### src/rtl/spi_pkg.sv
// Shared opcodes, FSM states and status-bit positions for the SPI RAM slave.
package spi_pkg;

    typedef enum logic [7:0] {
        CMD_WRITE = 8'h02,
        CMD_READ  = 8'h03,
        CMD_WRDI  = 8'h04,
        CMD_RDSR  = 8'h05,
        CMD_WREN  = 8'h06
    } cmd_e;

    typedef enum logic [2:0] {
        IDLE, CMD, ADDR, WDATA, RDATA, STATUS, IGNORE
    } state_e;

    localparam int STAT_WEL    = 0;
    localparam int STAT_WR_ERR = 1;

    function automatic int max3(input int a, input int b, input int c);
        int m;
        m = (a > b) ? a : b;
        return (m > c) ? m : c;
    endfunction

endpackage

### src/rtl/spi_ram_sp.sv
// Single-port register RAM: synchronous write, asynchronous read, contents never reset.
module spi_ram_sp #(
    parameter int DW = 8,
    parameter int AW = 8
) (
    input  logic          clk,
    input  logic          we,
    input  logic [AW-1:0] addr,
    input  logic [DW-1:0] wdata,
    output logic [DW-1:0] rdata
);
    localparam int DEPTH = 2**AW;

    logic [DW-1:0] mem [DEPTH];

    always_ff @(posedge clk) begin
        if (we) mem[addr] <= wdata;
    end

    assign rdata = mem[addr];

endmodule

### src/rtl/spi_ram_slave.sv
// SPI mode-0 slave: command / address / burst-data decoder in front of a register RAM,
// with status register, write-enable latch and abort on SSB high.
module spi_ram_slave
    import spi_pkg::*;
#(
    parameter int DW = 8,
    parameter int AW = 8
) (
    input  logic       SCK,
    input  logic       reset_n,
    input  logic       SSB,
    input  logic       MOSI,
    output logic       MISO,
    output logic       miso_oe,
    output logic       wr_pulse,
    output logic [7:0] status
);
    localparam int SW = max3(8, AW, DW);
    localparam int CW = $clog2(SW + 1);

    state_e        state, state_nx;
    logic [CW-1:0] bitcnt, bitcnt_nx;
    logic [SW-1:0] shreg, shreg_nx, sh_in;
    logic [AW-1:0] addr, addr_nx, ram_addr;
    logic          is_read, is_read_nx;
    logic          wel, wel_nx, wr_err, wr_err_nx;
    logic          we, wr_pulse_nx;
    logic [DW-1:0] rdata;
    logic [7:0]    st_clr;
    logic          frame_rst_n;

    // Per-frame state drops the moment SSB rises; persistent state only on reset_n.
    assign frame_rst_n = reset_n & ~SSB;
    assign sh_in       = {shreg[SW-2:0], MOSI};

    function automatic logic [SW-1:0] stat_word(input logic [7:0] s);
        logic [SW-1:0] r;
        r = '0;
        r[DW-1 -: 8] = s;
        return r;
    endfunction

    always_comb begin
        status = '0;
        status[STAT_WEL]    = wel;
        status[STAT_WR_ERR] = wr_err;
        st_clr = status;
        st_clr[STAT_WR_ERR] = 1'b0;
    end

    spi_ram_sp #(.DW(DW), .AW(AW)) u_ram (
        .clk   (SCK),
        .we    (we),
        .addr  (ram_addr),
        .wdata (sh_in[DW-1:0]),
        .rdata (rdata)
    );

    always_comb begin
        state_nx    = state;
        bitcnt_nx   = bitcnt + CW'(1);
        shreg_nx    = sh_in;
        addr_nx     = addr;
        is_read_nx  = is_read;
        wel_nx      = wel;
        wr_err_nx   = wr_err;
        we          = 1'b0;
        wr_pulse_nx = 1'b0;
        ram_addr    = addr;
        case (state)
            IDLE, CMD: begin
                // The edge that leaves IDLE already carries the first command bit.
                state_nx = CMD;
                if (bitcnt == CW'(7)) begin
                    bitcnt_nx = '0;
                    case (sh_in[7:0])
                        CMD_WREN:  begin wel_nx = 1'b1; state_nx = IGNORE; end
                        CMD_WRDI:  begin wel_nx = 1'b0; state_nx = IGNORE; end
                        CMD_WRITE: state_nx = ADDR;
                        CMD_READ:  begin is_read_nx = 1'b1; state_nx = ADDR; end
                        CMD_RDSR:  begin state_nx = STATUS; shreg_nx = stat_word(status); end
                        default:   state_nx = IGNORE;
                    endcase
                end
            end
            ADDR: begin
                if (bitcnt == CW'(AW - 1)) begin
                    bitcnt_nx = '0;
                    addr_nx   = sh_in[AW-1:0];
                    if (is_read) begin
                        ram_addr = sh_in[AW-1:0];
                        shreg_nx = SW'(rdata);
                        addr_nx  = sh_in[AW-1:0] + AW'(1);
                        state_nx = RDATA;
                    end else begin
                        state_nx = WDATA;
                    end
                end
            end
            WDATA: begin
                if (bitcnt == CW'(DW - 1)) begin
                    bitcnt_nx = '0;
                    addr_nx   = addr + AW'(1);
                    if (wel) begin
                        we          = 1'b1;
                        wr_pulse_nx = 1'b1;
                    end else begin
                        wr_err_nx = 1'b1;
                    end
                end
            end
            RDATA: begin
                if (bitcnt == CW'(DW - 1)) begin
                    bitcnt_nx = '0;
                    shreg_nx  = SW'(rdata);
                    addr_nx   = addr + AW'(1);
                end
            end
            STATUS: begin
                // Reload shows the post-clear value so the next byte reflects the read.
                if (bitcnt == CW'(7)) begin
                    bitcnt_nx = '0;
                    wr_err_nx = 1'b0;
                    shreg_nx  = stat_word(st_clr);
                end
            end
            default: begin
                bitcnt_nx = bitcnt;
                shreg_nx  = shreg;
            end
        endcase
    end

    always_ff @(posedge SCK or negedge frame_rst_n) begin
        if (!frame_rst_n) begin
            state   <= IDLE;
            bitcnt  <= '0;
            shreg   <= '0;
            is_read <= 1'b0;
        end else begin
            state   <= state_nx;
            bitcnt  <= bitcnt_nx;
            shreg   <= shreg_nx;
            is_read <= is_read_nx;
        end
    end

    always_ff @(posedge SCK or negedge reset_n) begin
        if (!reset_n) begin
            addr     <= '0;
            wel      <= 1'b0;
            wr_err   <= 1'b0;
            wr_pulse <= 1'b0;
        end else begin
            addr     <= addr_nx;
            wel      <= wel_nx;
            wr_err   <= wr_err_nx;
            wr_pulse <= wr_pulse_nx;
        end
    end

    assign miso_oe = (state == RDATA) || (state == STATUS);
    assign MISO    = miso_oe & shreg[DW-1];

endmodule

### config.mk
export PLATFORM = sky130hd
export DESIGN_NAME = spi_ram_slave
export DESIGN_NICKNAME = d
export VERILOG_FILES = /design/src/rtl/spi_pkg.sv /design/src/rtl/spi_ram_sp.sv /design/src/rtl/spi_ram_slave.sv
export SDC_FILE = /design/constraint.sdc
export NUM_CORES = 2
export LEC_CHECK = 0
export BUFFER_PORTS_ARGS = -buffer_cell sky130_fd_sc_hd__buf_4
export CAP_MARGIN = 20
export CORE_UTILIZATION = 40
export DETAILED_ROUTE_END_ITERATION = 6
export SLEW_MARGIN = 5
export SYNTH_ARGS = -nofsm -noshare
export SYNTH_HDL_FRONTEND = slang
export SYNTH_SLANG_ARGS = --single-unit
### constraint.sdc
create_clock -name SCK -period 7 [get_ports SCK]
set_input_delay 1.75 -clock SCK [delete_from_list [all_inputs] [get_ports SCK]]
set_output_delay 1.75 -clock SCK [all_outputs]
set_load 0.01 [all_outputs]
==> metrics.md <==
| Metric | Value |
|---|---|
| Outcome | `finished with violations` |
| Failing checks | `design-rule violations` |
| Ys async rst share | `1.30%` |
| Die span in x | `450 µm` |
| Die Y | `450 µm` |
| CP required | `7.76 ns` |
| Number of I/O port buffers | `8` |
| H-tree Lvls | `4` |
| Most common cell after layout, fill and taps aside | `edfxtp_1` |
| Multi-input gate area | `16,200 µm²` |
| Leak | `26.3 nW` |
| Vias per cell | `6.23` |
| Clock power frac | `44.4%` |
| WL/cell | `30.0 µm` |
| PwrDens | `269 nW/µm²` |
| CP top delay family | `simple AND/OR/NAND/NOR gates` |
| First-pass GRT wire length | `342,000 µm` |
| Slew @ Worst Pin | `1.20 ns` |
| Post-CTS sizing | `0` |
| Detailed Route WL | `236,000 µm` |
| Gr usage total | `22.8%` |
| Detailed-route DRC error count | `3` |
| YS warnings | `0` |
| Initial DRC count | `6,870` |
| Root Buffer | `clkbuf_16` |
| Critical path buffer and inverter count | `3` |
| Maximum vdd drop | `263 µV` |
| Share of layout cells above drive strength 1 | `10.2%` |
| Post-synth EDFFs | `2,048` |
| Final Util | `45.6%` |
| Max cap viols | `0` |
| Final period util | `84.9%` |
| Startpoint Class | `flip-flop` |
| Mapped Area | `80,200 µm²` |
| Flop pwr share | `55.4%` |
| Slew HR | `19.0%` |
| Initial antenna violation count | `9` |
| Final clock skew | `0.0361 ns` |
| Sequential fraction of the synthesis area | `77.6%` |
| Tot Pwr | `24.3 mW` |
| F_max | `0.168 GHz` |
| CTS tree | `done` |
| DR pass1 iterations | `7` |
| Core Rows | `163` |
| DRT antenna net count | `0` |
| CP max stage delay | `0.97 ns` |
| Critical path peak fanout | `40` |
| Critical-path top delay cell | `nor4_1` |
| Die area | `202,000 µm²` |
| Fin worst setup slack | `1.06 ns` |
| Fin. max-slew vios | `0` |
| Total area of sequential cells | `62,200 µm²` |
| Net Switching | `4.78 mW` |
| Setup_tns | `0 ns` |
| Core outline area | `198,000 µm²` |
| HPWL after detailed placement | `133,000 µm` |
| Post-Synthesis Cells | `5,046` |
| Setup repair after global routing missed its margin | `no` |
| Switching share of power | `19.7%` |
| Via count of the first global-routing pass | `47,500` |
| Fin crit period | `5.94 ns` |
| Total CTS buffers | `201` |
| Syn_area_per_cell | `15.9 µm²` |
| Clk_lat worst skew | `0.86 ns` |
| Endpoints failing setup | `0` |
| Worst-path cell chain | `nand4bb_1 > o21ai_4 > and2_4 > buf_12 > buf_12 > o22ai_1 > o21ai_0 > a41oi_1 > nor4_1 > buf_4 > o22ai_1 > o41ai_2` |
| Worst EP arrival | `6.70 ns` |
| P_int | `19.5 mW` |
| Post-layout nets | `5,063` |
| Ys flop type | `edfxtp_1` |
| Layout fillers | `17,100` |
| GPL Wtd Cong | `0.860` |
| Ports | `15` |
| WS Path Type | `reg -> reg` |
| Setup WS pre-CTS | `0.843 ns` |
| Most frequent cells in the layout | `edfxtp_1, o22ai_1, a21o_1, o21ai_0, nor2_1` |
| Largest net degree at the start of global routing | `221` |
| Min-Delay Path Class | `reg -> reg` |
| Clock Path Buffers | `3` |
| Post-CTS setup buffers | `0` |
| Clk pin slew, worst setup/hold paths | `0.06 ns` |
| Post-synth cell types | `63` |
| Area Growth Syn to Fin | `12.8%` |
| Final Hold Vio Count | `0` |
| CP Capture Type | `flip-flop` |
| Post-synthesis register bit count | `2,075` |
| Starting density of the core | `40.4%` |
| Via count | `49,000` |
| Grt ovf | `0` |
| # clock sinks | `2,075` |
| Power share of the combinational group | `0.2%` |
| Cts hold-fix bufs | `0` |
## cells in the mapped netlist, types with 2 or more instances
cell,instances,share of area (%)
nand2b_1,7,0.055
buf_4,25,0.23
ha_1,6,0.094
inv_1,9,0.042
a21oi_1,65,0.41
dfrtp_1,27,0.84
xnor2_1,6,0.066
or3_1,7,0.055
a22o_1,2,0.022
o21ai_1,8,0.050
o21ai_4,4,0.081
nand4_1,26,0.20
nand2_1,54,0.25
a41oi_1,202,2.2
nor4_1,36,0.28
o41ai_1,27,0.30
mux2_2,5,0.070
or2_2,2,0.016
and2_1,7,0.055
a211oi_1,3,0.028
a31oi_1,6,0.047
o21a_1,41,0.38
o41ai_2,2,0.041
mux2i_1,6,0.075
clkbuf_1,182,0.85
edfxtp_1,2048,77
nor2_1,255,1.2
a221oi_1,3,0.033
xor2_1,2,0.022
a21o_1,530,5.0
buf_1,36,0.17
a221o_1,3,0.037
buf_2,178,1.1
a41o_1,2,0.025
nand3_1,19,0.12
nor3_1,55,0.34
buf_6,2,0.028
nor2b_1,4,0.031
o221ai_1,2,0.022
o31ai_1,3,0.028
and3_1,3,0.023
o22ai_1,761,5.9
o21ai_0,355,2.2
## kinds of logic (layout without fill, tap and decap cells)
family	Yosys count	in the layout	synth area share [%]
DFF	2075	2075	77.6
AOI/OAI and AO/OA	2030	2030	17.0
other	1	7	0.00468
and+or+nand+nor	482	482	2.71
muxes	11	11	0.145
adders and majority gates	6	6	0.0937
buffers and inverters	433	609	2.44
xor gates and xnor gates	8	8	0.0874
## flip-flops by register name, summed over array words and instances (netlist names)
register,count
shreg,8
state,3
wr_err,1
bitcnt,4
is_read,1
u_ram.mem,2048
wel,1
addr,8
wr_pulse,1
## per-layer routing
metal  up-vias  GRT usage (%)  routed length, µm
li1      20700              -                  -
met1     25200           32.5              97600
met2      2631           34.8             108000
met3       440           4.29              22100
met4        12           8.51               8490
met5         -              0                 85
## final timing paths
kind                              to  slack (ns)  depth (start not counted)  startpoint
hold reg to reg            bitcnt[3]        0.53                          1   bitcnt[3]
min in group asynchronous   wr_pulse        0.73                          1     reset_n
setup reg to reg            shreg[7]        1.06                         12    state[1]
max in group asynchronous   shreg[5]        5.50                          3     reset_n
setup / recovery            shreg[7]        1.06                         12    state[1]
hold / removal             bitcnt[3]        0.53                          1   bitcnt[3]
## power groups by stage
stage | clock, mW | sequential (mW) | combinational, mW
floorplan | 0 | 13.7 | 0.00750
global placement | 0 | 13.7 | 0.0350
detailed placement | 0 | 13.7 | 0.0362
CTS | 10.8 | 13.5 | 0.0362
global route | 11.3 | 13.5 | 0.0404
finish | 10.8 | 13.5 | 0.0378
## area by class of cell
type / instances / share of cell area, %
antenna: 1 / 0.00277
timing repair buffer: 222 / 2.41
multi-input combinational: 2543 / 17.9
clock buffer: 259 / 5.84
sequential: 2075 / 68.8
inverter: 10 / 0.0415
tap: 2640 / 3.65
clock inverter: 118 / 1.36
## metrics by stage
step	area [µm²]	hold slack (ns)	instances
5_1_grt	90400	0.562	7867
4_1_cts	90300	0.536	7861
6_report	90400	0.534	7868
3_3_place_gp	83700	0.494	7474
3_5_place_dp	83800	0.522	7484
2_1_floorplan	80200	0.480	5051
(Power assumes the default switching activity.)
